### config.mk
export PLATFORM = sky130hd
export DESIGN_NAME = riscy_mem_arbiter
export DESIGN_NICKNAME = d
export VERILOG_FILES = /design/src/rtl/riscy_mem_arbiter.sv
export SDC_FILE = /design/constraint.sdc
export NUM_CORES = 1
export LEC_CHECK = 0
export BUFFER_PORTS_ARGS = -buffer_cell sky130_fd_sc_hd__buf_4
export CORE_AREA = 2 2 109 111
export DETAILED_ROUTE_END_ITERATION = 10
export DIE_AREA = 0 0 111 113
export GPL_TIMING_DRIVEN = 0
export PLACE_DENSITY = 0.53
export SYNTH_ARGS = -nofsm -noshare
export SYNTH_HDL_FRONTEND = slang
export SYNTH_SLANG_ARGS = --single-unit
### constraint.sdc
create_clock -name clk -period 1.76 [get_ports clk]
set_input_delay 0.264 -clock clk [delete_from_list [all_inputs] [get_ports clk]]
set_output_delay 0.264 -clock clk [all_outputs]
set_load 0.02 [all_outputs]
### src/rtl/riscy_mem_arbiter.sv
// riscy_mem_arbiter: shares one single-port memory between the fetch and data ports.
// Rev 1.0. Optional macro RISCY_ARB_ROUND_ROBIN_EN selects round-robin over data-first priority.
`default_nettype none

module riscy_mem_arbiter #(
    parameter int MAX_OUTSTANDING = 2,
    parameter int CNT_W           = $clog2(MAX_OUTSTANDING + 1)
) (
    input  logic             clk,
    input  logic             rst_ni,
    input  logic             instr_req_i,
    input  logic [31:0]      instr_addr_i,
    output logic             instr_gnt_o,
    output logic             instr_rvalid_o,
    output logic [31:0]      instr_rdata_o,
    input  logic             data_req_i,
    input  logic             data_we_i,
    input  logic [3:0]       data_be_i,
    input  logic [31:0]      data_addr_i,
    input  logic [31:0]      data_wdata_i,
    output logic             data_gnt_o,
    output logic             data_rvalid_o,
    output logic [31:0]      data_rdata_o,
    output logic             mem_req_o,
    output logic             mem_we_o,
    output logic [3:0]       mem_be_o,
    output logic [31:0]      mem_addr_o,
    output logic [31:0]      mem_wdata_o,
    input  logic             mem_gnt_i,
    input  logic             mem_rvalid_i,
    input  logic [31:0]      mem_rdata_i,
    output logic [CNT_W-1:0] outstanding_o,
    output logic             spurious_o
);

    localparam int               PTR_W    = (MAX_OUTSTANDING > 1) ? $clog2(MAX_OUTSTANDING) : 1;
    localparam logic [CNT_W-1:0] MAX_CNT  = CNT_W'(MAX_OUTSTANDING);
    localparam logic [PTR_W-1:0] LAST_PTR = PTR_W'(MAX_OUTSTANDING - 1);
    localparam logic             ID_INSTR = 1'b0;
    localparam logic             ID_DATA  = 1'b1;

    typedef enum logic [0:0] {
        IDLE   = 1'b0,
        LOCKED = 1'b1
    } state_t;

    state_t                     state_q, state_d;
    logic                       sel_q, sel_d;
    logic                       en_q;
    logic [CNT_W-1:0]           count_q;
    logic [PTR_W-1:0]           wr_ptr_q, rd_ptr_q;
    logic [MAX_OUTSTANDING-1:0] id_fifo_q;
    logic                       winner, winner_req, active, push, pop, head;

    function automatic logic [PTR_W-1:0] ptr_inc(input logic [PTR_W-1:0] p);
        return (p == LAST_PTR) ? '0 : p + 1'b1;
    endfunction

`ifdef RISCY_ARB_ROUND_ROBIN_EN
    logic last_q;

    always_ff @(posedge clk or negedge rst_ni) begin
        if (!rst_ni)   last_q <= ID_INSTR;
        else if (push) last_q <= winner;
    end
`endif

    always_ff @(posedge clk or negedge rst_ni) begin
        if (!rst_ni) begin
            en_q    <= 1'b0;
            state_q <= IDLE;
            sel_q   <= ID_INSTR;
        end else begin
            en_q    <= 1'b1;
            state_q <= state_d;
            sel_q   <= sel_d;
        end
    end

    always_comb begin
        state_d     = state_q;
        sel_d       = sel_q;
        mem_we_o    = 1'b0;
        mem_be_o    = 4'h0;
        mem_addr_o  = 32'h0;
        mem_wdata_o = 32'h0;

        // A stalled address phase must not change under the memory's feet.
        if (state_q == LOCKED) begin
            winner = sel_q;
        end else if (instr_req_i && data_req_i) begin
`ifdef RISCY_ARB_ROUND_ROBIN_EN
            winner = ~last_q;
`else
            winner = ID_DATA;
`endif
        end else begin
            winner = data_req_i ? ID_DATA : ID_INSTR;
        end

        winner_req = (winner == ID_DATA) ? data_req_i : instr_req_i;
        active     = winner_req & en_q;
        mem_req_o  = active & (count_q < MAX_CNT);
        push       = mem_req_o & mem_gnt_i;

        if (active) begin
            if (winner == ID_DATA) begin
                mem_we_o    = data_we_i;
                mem_be_o    = data_be_i;
                mem_addr_o  = data_addr_i;
                mem_wdata_o = data_wdata_i;
            end else begin
                mem_be_o    = 4'hF;
                mem_addr_o  = instr_addr_i;
            end
        end

        case (state_q)
            IDLE: begin
                if (mem_req_o && !mem_gnt_i) begin
                    state_d = LOCKED;
                    sel_d   = winner;
                end
            end
            LOCKED: begin
                if (push) state_d = IDLE;
            end
            default: state_d = IDLE;
        endcase
    end

    assign instr_gnt_o = push & (winner == ID_INSTR);
    assign data_gnt_o  = push & (winner == ID_DATA);

    assign pop            = mem_rvalid_i & en_q & (count_q != '0);
    assign head           = id_fifo_q[rd_ptr_q];
    assign instr_rvalid_o = pop & (head == ID_INSTR);
    assign data_rvalid_o  = pop & (head == ID_DATA);
    assign instr_rdata_o  = mem_rdata_i;
    assign data_rdata_o   = mem_rdata_i;
    assign spurious_o     = mem_rvalid_i & (count_q == '0);
    assign outstanding_o  = count_q;

    always_ff @(posedge clk or negedge rst_ni) begin
        if (!rst_ni) begin
            id_fifo_q <= '0;
            wr_ptr_q  <= '0;
            rd_ptr_q  <= '0;
            count_q   <= '0;
        end else begin
            if (push) begin
                id_fifo_q[wr_ptr_q] <= winner;
                wr_ptr_q            <= ptr_inc(wr_ptr_q);
            end
            if (pop) rd_ptr_q <= ptr_inc(rd_ptr_q);
            case ({push, pop})
                2'b10:   count_q <= count_q + 1'b1;
                2'b01:   count_q <= count_q - 1'b1;
                default: count_q <= count_q;
            endcase
        end
    end

endmodule

`default_nettype wire

# Yosys cells after proc, flatten, opt, wreduce, memory -nomap -nowiden
# Index checks and enable logic that the tools add are counted.
op_classes:
  add_sub_neg: 4
  n_mux: 23
  order_cmp: 4
  reduce_logical: 8
  n_eq_ne: 2
  bitwise_logic: 13
op_table:
  columns: ["op", "count"]
  rows:
  - ["$mux 32", 4]
  - ["$mux 1", 13]
  - ["$and 1x1->1", 10]
  - ["$mux 4", 2]
  - ["$lt 1x2->1 const B", 2]
  - ["$pmux 2 s2", 1]
  - ["$reduce_bool 2->1", 2]
  - ["$logic_and 1x1->1", 3]
  - ["$not 1->1", 3]
  - ["$add 1x1->1 const B", 2]
  - ["$add 2x1->2 const B", 1]
  - ["$bwmux 2", 1]
  - ["$eq 2x1->1 const B", 1]
  - ["$eq 2x2->1 const B", 1]
  - ["$logic_not 2->1", 1]
  - ["$lt 2x2->1 const B", 1]
  - ["$pmux 1 s2", 1]
  - ["$reduce_and 2->1", 1]
  - ["$sub 2x1->2 const B", 1]
  - ["$demux 1 s1", 1]
  - ["$ge 1x1->1 const B", 1]
  - ["$logic_not 1->1", 1]
word_totals:
  output_inout_bits: 141
  regBits: 9
  in_bits: 139
  elab_cells: 61

# Logic depth before layout (Yosys ltp)
depth:
  depth_word: 9
  depth_mapped: 6
  depth_no_buf: 6

# Worst setup path after synthesis
# No wires, ideal clock.
synth_timing:
  kind: "reg-to-output"
  start: "register (tool-made name)"
  end: "output mem_addr_o[18]"
  stages_incl_launch_ff: 7
  arrival_ps: 1526
  path_slack_ps: -30
  n_path_buf: 2
  required_ps: 1496
  cell_sequence: "dfrtp_1 nand2_1 o21a_1 buf_2 buf_1 nand2_1 a21oi_1"
synth_rtl:
  columns: ["item", "line", "text"]
  rows:
  - ["end: declaration", "27", "output logic [31:0] mem_addr_o,"]

==> impl_metrics.ini <==
[layout]
area_growth_syn_to_layout_pct = 153
final_common_cell = buf_4
nNetsFinal = 671
layout_common_cells = 304 x buf_4, 66 x nand2_1, 33 x and2_1
fillers = 1194
multiInputGateArea_um2 = 1120
layout-drive-gt1-share_pct = 71.3
antenna_cells = 0
area.sequential_um2 = 229
final-instance-count-excl-fill = 673
fin_util_pct = 37.9

[die]
rows = 39
pin_count = 280
core_um2 = 11300
die_area_um2 = 12500
die_w_um = 111
initial_core_util_pct = 15.0
fp.dieH_um = 113

[yosys]
synth_cell_types = 31
synth_top_area_share_pct = 29.8
yosysWarnings = 0
syn-num-nets = 406
ys_seq_elements = 9
synth_area_um2 = 1690
synth_seq_area_share_pct = 13.3
synth_area_leaders = buf_4 30%, nand2_1 15%, dfrtp_1 13%
syn_inst = 266
postSynthAreaPerCell_um2 = 6.35
synth_area_leader_cell = buf_4

[clocking]
cts_tree = done
clk_pin_slew_ns = 0.04
cts_buffers = 3
cts_max_level = 1
clk_latency_ns = 0.23
cts_max_path_buffers = 2
cts_root_buf = clkbuf_16
clkSinkCount = 9

[drt]
vias = 2590
ant_nets = 0
drt_iter0_drc = 75
drc_errors = 0
viasPerCell = 3.85
wl_per_cell_um = 13.7
drtPass1Iterations = 4
wl_um = 9210

[worst_setup_path]
worstRegToRegCells = 8
cp-start-kind = register
reg2reg_to = outstanding_o[1]
slowest_stage = dfrtp_2
end_kind = output port
critical_path_class = reg2out
critical_path_arrival_ns = 1.72
worstPathCellList = a21boi_2 -> or2_4 -> nand3_4 -> buf_8 -> a21oi_1 -> buf_4
required_ns = 1.50
crit_fanout = 10
endpoint = mem_addr_o[15]
ff2ff_setup_slack_ns = -0.15
max_stage_delay_ns = 0.47

[global_routing]
grt_pass1_vias = 2519
grt_max_degree = 11
grt_pass1_wl_um = 13100
antenna_found_initial = 0
grt_overflow = 0
grt_use_total_pct = 12.8

[timing]
setup_viol = 53
finalCriticalPeriod_ns = 1.98
max_freq_mhz = 504
timing.final.crit_share_pct = 113
slew_violations = 0
fin_worst_skew_ns = 0.00409
setup_ws_ns = -0.225
final_hold_viol_count = 0
rsz0062_at_grt = true

[pwr]
p_leak_uw = 0.00226
vdd_ir_drop_max_mv = 0.600
powerDensity_nw_per_um2 = 951

[placement]
globalplace.congestion = 0.886
hpwl_um = 7610
dp_cells = 656
io_buffers = 247

[run_status]
violations = negative setup slack
outcome = finished, violations left

[job]
cap_violations = 0

[worst_hold_path]
hold_path.class = in2reg
[worst min-delay path by stage]
stage	depth (start not counted)	slack, ns	from	endpoint
3_3_place_gp	1	0.09	rst_ni	outstanding_o[0]
3_5_place_dp	1	0.1	rst_ni	wr_ptr_q
4_1_cts	2	0.26	mem_gnt_i	register
5_1_grt	2	0.27	mem_gnt_i	register
2_1_floorplan	0	-0.03	rst_ni	async pin
6_report	2	0.27	mem_gnt_i	register
[cell usage after synthesis]
cell type  number
nor2b_1         2
dfrtp_1         9
buf_1           1
a21boi_0        1
o21a_1          1
o21ai_0         3
nand3_2         1
o2111ai_2       1
buf_2           4
o31ai_1         3
buf_4          67
a21oi_1        33
nor3b_1         1
ha_1            1
conb_1          1
xnor2_1         4
and2_1         33
o211ai_1        1
mux2i_1         2
a22o_1          1
nand2b_1        1
nor2_1         13
or2_2           1
or3b_1          1
inv_1           4
and3_1          1
nand2_1        67
nor3_1          1
o21ai_1         1
clkbuf_1        5
xor2_1          1
[power by group]
group	switching, µW	total [µW]	internal [µW]
clock network	93.4	396	302
registers	139	447	308
logic	1700	3220	1520
total	1930	4060	2130
[through the flow]
stage | setup TNS, ns | area, µm² | hold WS, ns | worst slack [ns] | power [µW]
after global routing | -14.44 | 4270 | 0.275 | -0.315 | 4310
after CTS | -7.71 | 4200 | 0.264 | -0.219 | 3980
final | -7.60 | 4270 | 0.267 | -0.225 | 4060
after detailed placement | -9.44 | 3800 | 0.0965 | -0.384 | 3120
after floorplan | -0.152 | 1760 | -0.0316 | -0.0254 | 2010
after global placement | -7.49 | 3800 | 0.0943 | -0.308 | 3080
[worst max-delay path, delay by kind of cell, from the launching register on]
family                 cells  cell delay (ns)
AOI/OAI and AO/OA          2             0.32
and+or+nand+nor            2             0.32
buffers and inverters      2             0.37
DFF                        1             0.47
[routing by layer]
metal | track usage (%) | share of wire, % | vias up
met2 | 24.5 | 53 | 134
met4 | 3.17 | 1.8 | 0
met5 | 0 | 0 | -
li1 | - | - | 1313
met3 | 2.36 | 7.2 | 8
met1 | 14.6 | 38 | 1135
[timing repair]
item                       CTS  global route
buffers inserted             9             3
hold endpoints to repair     9             0
setup endpoints to repair   70            70
hold buffers                 1             0
gates cloned                 1             0
pin swaps                    6             3
resized for setup           56            15
[logic make-up (layout without fill, tap and decap cells)]
| kind of cell | after synthesis | count (layout) | share of synthesized area (%) |
|---|---|---|---|
| flip-flops | 9 | 9 | 13.3 |
| other | 1 | 1 | 0.222 |
| AO/OA/AOI/OAI | 45 | 45 | 15.0 |
| buffers and inverters | 81 | 345 | 33.2 |
| AND/OR/NAND/NOR | 122 | 122 | 33.7 |
| multiplexers | 2 | 2 | 1.19 |
| XOR/XNOR | 5 | 5 | 2.59 |
| adder cells (fa/ha/maj) | 1 | 1 | 0.741 |
[layout make-up]
class,instances,share of cell area [%]
buffer,77,14.1
inverter,4,0.351
clock buffer,4,1.85
tap,143,4.19
multi-input combinational,176,26.1
timing repair buffer,260,48.0
sequential,9,5.36
(Power assumes the default switching activity.)
